===== config.mk =====
export PLATFORM = sky130hd
export DESIGN_NAME = game_tick_timer
export DESIGN_NICKNAME = d
export VERILOG_FILES = /design/src/rtl/game_tick_timer.sv
export SDC_FILE = /design/constraint.sdc
export NUM_CORES = 1
export LEC_CHECK = 0
export CAP_MARGIN = 30
export CORE_MARGIN = 1
export CORE_UTILIZATION = 58
export DETAILED_ROUTE_END_ITERATION = 7
export GPL_TIMING_DRIVEN = 0
export PLACE_DENSITY = 0.76
export SYNTH_ARGS = -nofsm -noshare
export SYNTH_HDL_FRONTEND = slang
export SYNTH_SLANG_ARGS = --single-unit

===== constraint.sdc =====
create_clock -name Clock -period 3.7 [get_ports Clock]
set_clock_uncertainty 0.15 [all_clocks]
set_input_delay 0.37 -clock Clock [delete_from_list [all_inputs] [get_ports Clock]]
set_output_delay 0.37 -clock Clock [all_outputs]
set_load 0.005 [all_outputs]

===== src/rtl/game_tick_timer.sv =====
// Round/tick timer: turns the GameSpeed code into a periodic one-cycle Tick and
// counts the round down in seconds, flagging Timeout when it reaches zero.
module game_tick_timer #(
  parameter int BASE_PERIOD = 50000000,
  parameter int SEC_CYCLES  = 50000000,
  parameter int ROUND_SEC   = 60,
  parameter int TIME_W      = 7
) (
  input  logic              Clock,
  input  logic              Reset,
  input  logic              Start,
  input  logic              Pause,
  input  logic [1:0]        GameSpeed,
  output logic              Tick,
  output logic [TIME_W-1:0] TimeLeft,
  output logic              Running,
  output logic              Timeout
);

  localparam int TICK_W = (BASE_PERIOD > 1) ? $clog2(BASE_PERIOD) : 1;
  localparam int SEC_W  = (SEC_CYCLES > 1) ? $clog2(SEC_CYCLES) : 1;

  localparam logic [TICK_W-1:0] LIM0     = TICK_W'(BASE_PERIOD - 1);
  localparam logic [TICK_W-1:0] LIM1     = TICK_W'(BASE_PERIOD / 2 - 1);
  localparam logic [TICK_W-1:0] LIM2     = TICK_W'(BASE_PERIOD / 4 - 1);
  localparam logic [TICK_W-1:0] LIM3     = TICK_W'(BASE_PERIOD / 8 - 1);
  localparam logic [SEC_W-1:0]  SEC_LAST = SEC_W'(SEC_CYCLES - 1);
  localparam logic [TIME_W-1:0] ROUND_LD = TIME_W'(ROUND_SEC);

  typedef enum logic [1:0] {S_IDLE, S_RUN, S_PAUSED, S_TIMEOUT} state_e;

  state_e              state_q, state_d;
  logic [TICK_W-1:0]   tick_cnt_q, tick_cnt_d;
  logic [SEC_W-1:0]    sec_cnt_q, sec_cnt_d;
  logic [1:0]          speed_q, speed_d;
  logic [TIME_W-1:0]   time_q, time_d;
  logic                tick_q, tick_d;
  logic                running_q, timeout_q;
  logic [TICK_W-1:0]   limit;

  // The period limit follows the latched speed, so mid-period GameSpeed
  // changes cannot shorten the period already in progress.
  always_comb begin
    case (speed_q)
      2'b00:   limit = LIM0;
      2'b01:   limit = LIM1;
      2'b10:   limit = LIM2;
      default: limit = LIM3;
    endcase
  end

  always_comb begin
    state_d    = state_q;
    tick_cnt_d = tick_cnt_q;
    sec_cnt_d  = sec_cnt_q;
    speed_d    = speed_q;
    time_d     = time_q;
    tick_d     = 1'b0;
    if (Start) begin
      state_d    = S_RUN;
      tick_cnt_d = '0;
      sec_cnt_d  = '0;
      speed_d    = GameSpeed;
      time_d     = ROUND_LD;
    end else begin
      case (state_q)
        S_RUN, S_PAUSED: begin
          if (Pause) begin
            state_d = S_PAUSED;
          end else begin
            // Leaving PAUSED counts on the same edge, so a pause costs
            // exactly the number of cycles Pause was held.
            state_d = S_RUN;
            if (tick_cnt_q == limit) begin
              tick_cnt_d = '0;
              tick_d     = 1'b1;
              speed_d    = GameSpeed;
            end else begin
              tick_cnt_d = tick_cnt_q + 1'b1;
            end
            if (sec_cnt_q == SEC_LAST) begin
              sec_cnt_d = '0;
              time_d    = time_q - 1'b1;
              if (time_q == TIME_W'(1)) begin
                state_d = S_TIMEOUT;
                tick_d  = 1'b0;
              end
            end else begin
              sec_cnt_d = sec_cnt_q + 1'b1;
            end
          end
        end
        default: ;
      endcase
    end
  end

  always_ff @(posedge Clock) begin
    if (!Reset) begin
      state_q    <= S_IDLE;
      tick_cnt_q <= '0;
      sec_cnt_q  <= '0;
      speed_q    <= 2'b00;
      time_q     <= '0;
      tick_q     <= 1'b0;
      running_q  <= 1'b0;
      timeout_q  <= 1'b0;
    end else begin
      state_q    <= state_d;
      tick_cnt_q <= tick_cnt_d;
      sec_cnt_q  <= sec_cnt_d;
      speed_q    <= speed_d;
      time_q     <= time_d;
      tick_q     <= tick_d;
      running_q  <= (state_d == S_RUN);
      timeout_q  <= (state_d == S_TIMEOUT);
    end
  end

  assign Tick     = tick_q;
  assign TimeLeft = time_q;
  assign Running  = running_q;
  assign Timeout  = timeout_q;

endmodule


==> run metrics, run 1 <==
status finished, final reports clean; clk buf depth 2; Sw Ratio 24.2%; starting DRC count in detailed routing 158; share of cells above drive strength 1 7.51%; Tightest Pin Transition approximately 0.82 ns; RD Place Congestion 0.901; NumNets Final roughly 430; area of the multi-input gates 1890 µm²; Final Hold Fails 0; clk sink count 66; largest net degree at the start of global routing 12; placed insts 482; DRT antenna net count 0; gr ovfl total 0; register area share after synthesis 39.4%; Non-Filler Instances 498; Int Pwr 0.991 mW; Synth top area share 39.4%; Logic pwr share 5.9%; Tightest Hold Check Type input port to register; Slew Limit Headroom 44.9%; CTS tree done; Worst-Skew Late Latency 0.34 ns; RSZ-0062 raised after global routing false; Residual DRC 0; total global-route track usage ~25%; fill cell count 483; Synth Net Count slightly above 400; DIE AREA 6080 µm²; critical path required time 3.78 ns; routed len/inst 13.7 µm; post-CTS sizing 0; flops & latches, synth 66; sequential power share 55.5%; ys flop type dfxtp_1; CP arrival 2.54 ns; I/O Pins 16; Final Setup Violations 0; Die Wd 78.0 µm; crit-path max FO 10; fin crit period 2.46 ns; total power between 1 and 1.5 mW; final core occ between 60 and 70%; final period utilization 66.4%; Max Clock Freq 0.407 GHz; CP Capture Type register; Final Slew Violations 0; Num CTS Buffers 9; number of synthesized flops with an enable pin 0; Initial Util 60.5%; Yosys Warn Count 0; r2r startpoint sec_cnt_q[0]; Pwr Density 350 nW/µm²; setup TNS 0 ns; Vias between 2000 and 3000; first-pass GRT wire length 12000 µm; H-tree depth 3; Core Area 5540 µm²; clk slew on worst S/H paths 0.07 ns; maxcap violations 0; Syn Inst Count 396; post-synthesis async set-or-reset flop share 0%; Fin Hold WS 0.331 ns; Setup WS pre-CTS 0.937 ns; r2r worst-path depth 9; FF+latch area approximately 1300 µm²; Die Ht 78.0 µm; via density per instance 5.66; Placed Area ~3600 µm²; Clk pwr share between 30% and 40%; synthesized area 3350 µm²; Post-Syn Area per Cell between 8 and 9 µm²; # hold bufs at CTS 0; DRT Pass-1 Iters 4; Synth cell types 50; HP Start Start; vias in the first global route roughly 2700; number of cells on the worst hold path 2; setup repair bufs after CTS 0; initial antenna violation count 0; clk root buf clkbuf_8; Cell Rows 27; Routed WL 6830 µm; setup ws final 1.24 ns; cell taking the most area after synthesis dfxtp_1; Switching Power 0.317 mW; crit start category register; CP Class register to register; HPWL after DPL just under 5000 µm; Max IR drop VDD approximately 0.26 mV; port bufs 14; # diodes 0; leakage 1.20 nW; area grow syn2layout 11.7%; top post-synthesis cells by area dfxtp_1, xnor2_1, nor2_1, xor2_1, nand3_1; critical path launch point sec_cnt_q[0]; final instance area 3740 µm²
worst max-delay path, cell delays in order (launching register included):
cell,delay [ns]
dfxtp_1,0.38
ha_1,0.19
nand3_1,0.07
or2_2,0.27
clkbuf_1,0.21
nor4_4,0.56
or2_1,0.17
buf_4,0.15
buf_6,0.15
nor2_1,0.06
routing by layer:
| metal | up-vias | routed length, µm | global-route usage, % |
|---|---|---|---|
| met1 | 1331 | 3420 | 34.3 |
| li1 | 1413 | - | - |
| met2 | 69 | 2950 | 38.1 |
| met5 | - | 0 | 0 |
| met4 | 0 | 69 | 10.7 |
| met3 | 8 | 393 | 5.53 |
path summary, 6_finish.rpt:
kind	slack, ns	end
hold / removal	0.33	TimeLeft[5]
setup / recovery	1.24	sec_cnt_q[20]
hold reg to reg	0.33	tick_cnt_q[1]
setup reg to reg	1.24	sec_cnt_q[20]
area by class of cell:
type	count	share of cell area (%)
inverter	12	1.20
clock inverter	6	0.903
clock buffer	10	3.41
buffer	18	2.47
tap	72	2.41
timing repair buffer	14	3.74
sequential	66	35.3
multi-input combinational	300	50.6
cell usage in the layout, fill, tap and decap left out, types with 3 or more instances in the layout:
cell type / netlist / routed
o21ai_0: 12 / 12
and4_1: 7 / 7
a211oi_1: 3 / 3
ha_1: 4 / 4
xor2_1: 24 / 24
inv_1: 12 / 12
a31oi_1: 3 / 3
nand2b_1: 3 / 3
nor4b_1: 3 / 3
clkdlybuf4s50_1: 0 / 14
nor3_1: 9 / 9
nor2_1: 67 / 67
or3_1: 4 / 4
dfxtp_1: 66 / 66
nor4_1: 7 / 7
buf_2: 5 / 5
o21a_1: 6 / 6
and3_1: 3 / 3
nand2_1: 33 / 33
nor2b_1: 6 / 6
nand4_1: 8 / 8
clkinv_2: 0 / 5
a21oi_1: 7 / 7
nor3b_1: 5 / 5
clkbuf_8: 0 / 9
clkbuf_1: 9 / 10
nand3_1: 25 / 25
xnor2_1: 29 / 29
flip-flops by register name, indices dropped and copies added (netlist names):
signal	cells
TimeLeft	7
speed_q	2
Tick	1
sec_cnt_q	26
Timeout	1
tick_cnt_q	26
Running	1
state_q	2
logic make-up (layout without fill, tap and decap cells):
kind of cell | after synthesis | count (layout) | synth area share, %
AND/OR/NAND/NOR | 199 | 199 | 32.2
flip-flops | 66 | 66 | 39.4
XOR/XNOR | 54 | 54 | 14.3
AO/OA/AOI/OAI | 41 | 41 | 7.88
buffers and inverters | 30 | 60 | 4.11
adder cells (fa/ha/maj) | 4 | 4 | 1.49
multiplexers | 2 | 2 | 0.597
synth_stat cells (4+ instances only):
cell       n
a21oi_1    7
and4_1     7
buf_2      5
clkbuf_1   9
dfxtp_1   66
ha_1       4
inv_1     12
nand2_1   33
nand3_1   25
nand4_1    8
nor2_1    67
nor2b_1    6
nor3_1     9
nor3b_1    5
nor4_1     7
o21a_1     6
o21ai_0   12
or3_1      4
xnor2_1   29
xor2_1    24
power by group through the flow:
stage | registers, mW | logic, mW | clock network [mW]
5_1_grt | 0.727 | 0.0850 | 0.547
6_report | 0.726 | 0.0772 | 0.505
2_1_floorplan | 0.741 | 0.0501 | 0
3_5_place_dp | 0.742 | 0.0769 | 0
3_3_place_gp | 0.742 | 0.0760 | 0
4_1_cts | 0.726 | 0.0771 | 0.515
Note: power is estimated with default switching activity, not from simulation.
==> run 2, diff against run 1 <==
--- a/config.mk
+++ b/config.mk
@@ -7,10 +7,10 @@
 export LEC_CHECK = 0
 export CAP_MARGIN = 30
 export CORE_MARGIN = 1
-export CORE_UTILIZATION = 58
+export CORE_UTILIZATION = 54
 export DETAILED_ROUTE_END_ITERATION = 7
 export GPL_TIMING_DRIVEN = 0
-export PLACE_DENSITY = 0.76
+export PLACE_DENSITY = 0.74
 export SYNTH_ARGS = -nofsm -noshare
 export SYNTH_HDL_FRONTEND = slang
 export SYNTH_SLANG_ARGS = --single-unit
==> constraint.sdc (replaced) <==
create_clock -name Clock -period 2 [get_ports Clock]
set_clock_uncertainty 0.15 [all_clocks]
set_input_delay 0.2 -clock Clock [delete_from_list [all_inputs] [get_ports Clock]]
set_output_delay 0.2 -clock Clock [all_outputs]
set_load 0.005 [all_outputs]
==> run metrics, run 2 (synthesized netlist as in run 1, its figures left out) <==
CP arrival 2.16 ns (-0.38 ns); Worst-Skew Late Latency 0.35 ns (about the same); Tightest Hold Check Type input port to register; fill cell count 439 (-9.1%); commonest non-fill, non-tap cell in the layout nor2_1; NumNets Final 449 (+4.2%); I/O Pins 16 (unchanged); status complete, but fails checks; reg2reg setup slack -0.07 ns (-1.31 ns); setup TNS -1.39 ns (-1.39 ns); RD Place Congestion 0.888 (-1.5%); DRT Pass-1 Iters 4 (unchanged); starting DRC count in detailed routing 170 (+7.6%); CP Class register to register; share of cells above drive strength 1 27.0% (+20 points); initial antenna violation count 0 (unchanged); total power 2.80 mW (+110%); HPWL after DPL 4980 µm (+1.3%); Residual DRC 0 (unchanged); DRT antenna net count 0 (unchanged); routed len/inst 14.9 µm (+8.9%); first-pass GRT wire length 12100 µm (+0.35%); Routed WL 7750 µm (+14%); Final Slew Violations 0 (unchanged); most frequent cells in the layout nor2_1, dfxtp_1, nand2_1; Tightest Pin Transition 0.597 ns (-0.223 ns); Slew Limit Headroom 60.1% (+15 points); leakage 1.44 nW (+20%); DIE AREA 6520 µm² (+7.2%); Core Area 5960 µm² (+7.5%); Pwr Density 647 nW/µm² (+85%); Vias 2926 (+3.7%); total global-route track usage 24.3% (-0.78 points); final period utilization 103% (+37 points); setup ws final -0.0689 ns (-1.31 ns); Cell Rows 28 (+3.7%); crit-path max FO 8 (-2); CTS tree done; RSZ-0062 raised after global routing true; vias in the first global route 2624 (-2.1%); Die Wd 80.8 µm (+3.5%); final instance area 4330 µm² (+16%); Final Hold Fails 0 (unchanged); crit start category register; Max Clock Freq 0.483 GHz (+19%); # diodes 0 (unchanged); area grow syn2layout 29.1%; # hold bufs at CTS 0 (unchanged); H-tree depth 3 (unchanged); Setup WS pre-CTS -0.564 ns (-1.50 ns); final core occ 72.6% (+5.1 points); clk buf depth 2 (unchanged); clk slew on worst S/H paths 0.08 ns (about the same); Max IR drop VDD 0.404 mV (+56%); failing checks negative setup slack; maxcap violations 0 (unchanged); port bufs 14 (unchanged); critical path required time 2.10 ns (-1.68 ns); Placed Area 3620 µm² (+0.98%); CP Capture Type register; clk root buf clkbuf_8; gr ovfl total 0 (unchanged); Num CTS Buffers 9 (unchanged); Final Setup Violations 28 (+28); clk sink count 66 (unchanged); Initial Util 56.3% (-4.2 points); largest net degree at the start of global routing 13 (+1); Die Ht 80.8 µm (+3.5%); via density per instance 5.64 (-0.47%); fin crit period 2.07 ns (-0.389 ns)
==> run 2: worst paths after layout <==
kind | from | end | cells after the start
min reg2reg | sec_cnt_q[1] | sec_cnt_q[1] | 2
max | sec_cnt_q[11] | sec_cnt_q[20] | 8
min | Start | TimeLeft[5] | 2
max reg2reg | sec_cnt_q[11] | sec_cnt_q[20] | 8
==> run 2: critical path, cell delays in order, from the launching register on <==
cell and delay (ns):
dfxtp_4 0.36, nor4b_4 0.29, nand4b_1 0.22, nor4_4 0.31
buf_6 0.17, or2_1 0.12, buf_6 0.15, buf_6 0.14
nor2_1 0.05
==> run 2: stage by stage <==
stage | std cells | hold slack [ns]
after detailed placement | 485 | 0.321
after global placement | 485 | 0.311
after floorplan | 396 | 0.189
final | 519 | 0.172
after global routing | 519 | 0.191
after CTS | 507 | 0.162
==> run 2: metal layers <==
layer	part of all wire [%]	wire length, µm	GRT usage, %	vias to the layer above
li1	-	-	-	1448
met1	45	3520	31.3	1405
met2	48	3750	38.6	61
met3	4.5	345	5.73	12
met4	1.7	129	11.1	0
met5	0	0	0	-
==> run 2: repair_timing <==
item	4_1_cts	5_1_grt
setup buffers	10	12
resized for setup	46	50
pin swaps	26	21
cloned	1	1
setup endpoints to repair	62	58
==> run 2: final cells by class <==
class                   instances  area [µm²]  share of cell area [%]
clock buffers                  10         138                    3.18
flip-flops and latches         66        1360                    31.4
multi-input cells             300        2160                    49.9
inverters                      12        45.0                    1.04
well taps                      75        93.8                    2.17
clock inverters                 6        90.1                    2.08
repair buffers                 38         344                    7.95
plain buffers                  12        98.8                    2.28
==> run 2: power breakdown <==
group          switching (mW)  leakage (nW)  internal [mW]
clock                   0.535         0.112          0.737
sequential             0.0192         0.546           1.32
combinational          0.0938         0.780         0.0895
total                   0.648          1.44           2.15
==> run 3, diff against run 2 <==
--- a/config.mk
+++ b/config.mk
@@ -5,11 +5,11 @@
 export SDC_FILE = /design/constraint.sdc
 export NUM_CORES = 1
 export LEC_CHECK = 0
-export CAP_MARGIN = 30
 export CORE_MARGIN = 1
 export CORE_UTILIZATION = 54
 export DETAILED_ROUTE_END_ITERATION = 7
 export GPL_TIMING_DRIVEN = 0
+export HOLD_SLACK_MARGIN = 0.02
 export PLACE_DENSITY = 0.74
 export SYNTH_ARGS = -nofsm -noshare
 export SYNTH_HDL_FRONTEND = slang
==> results of run 3 <==
Final layout, timing and power as in run 2 (identical DEF).
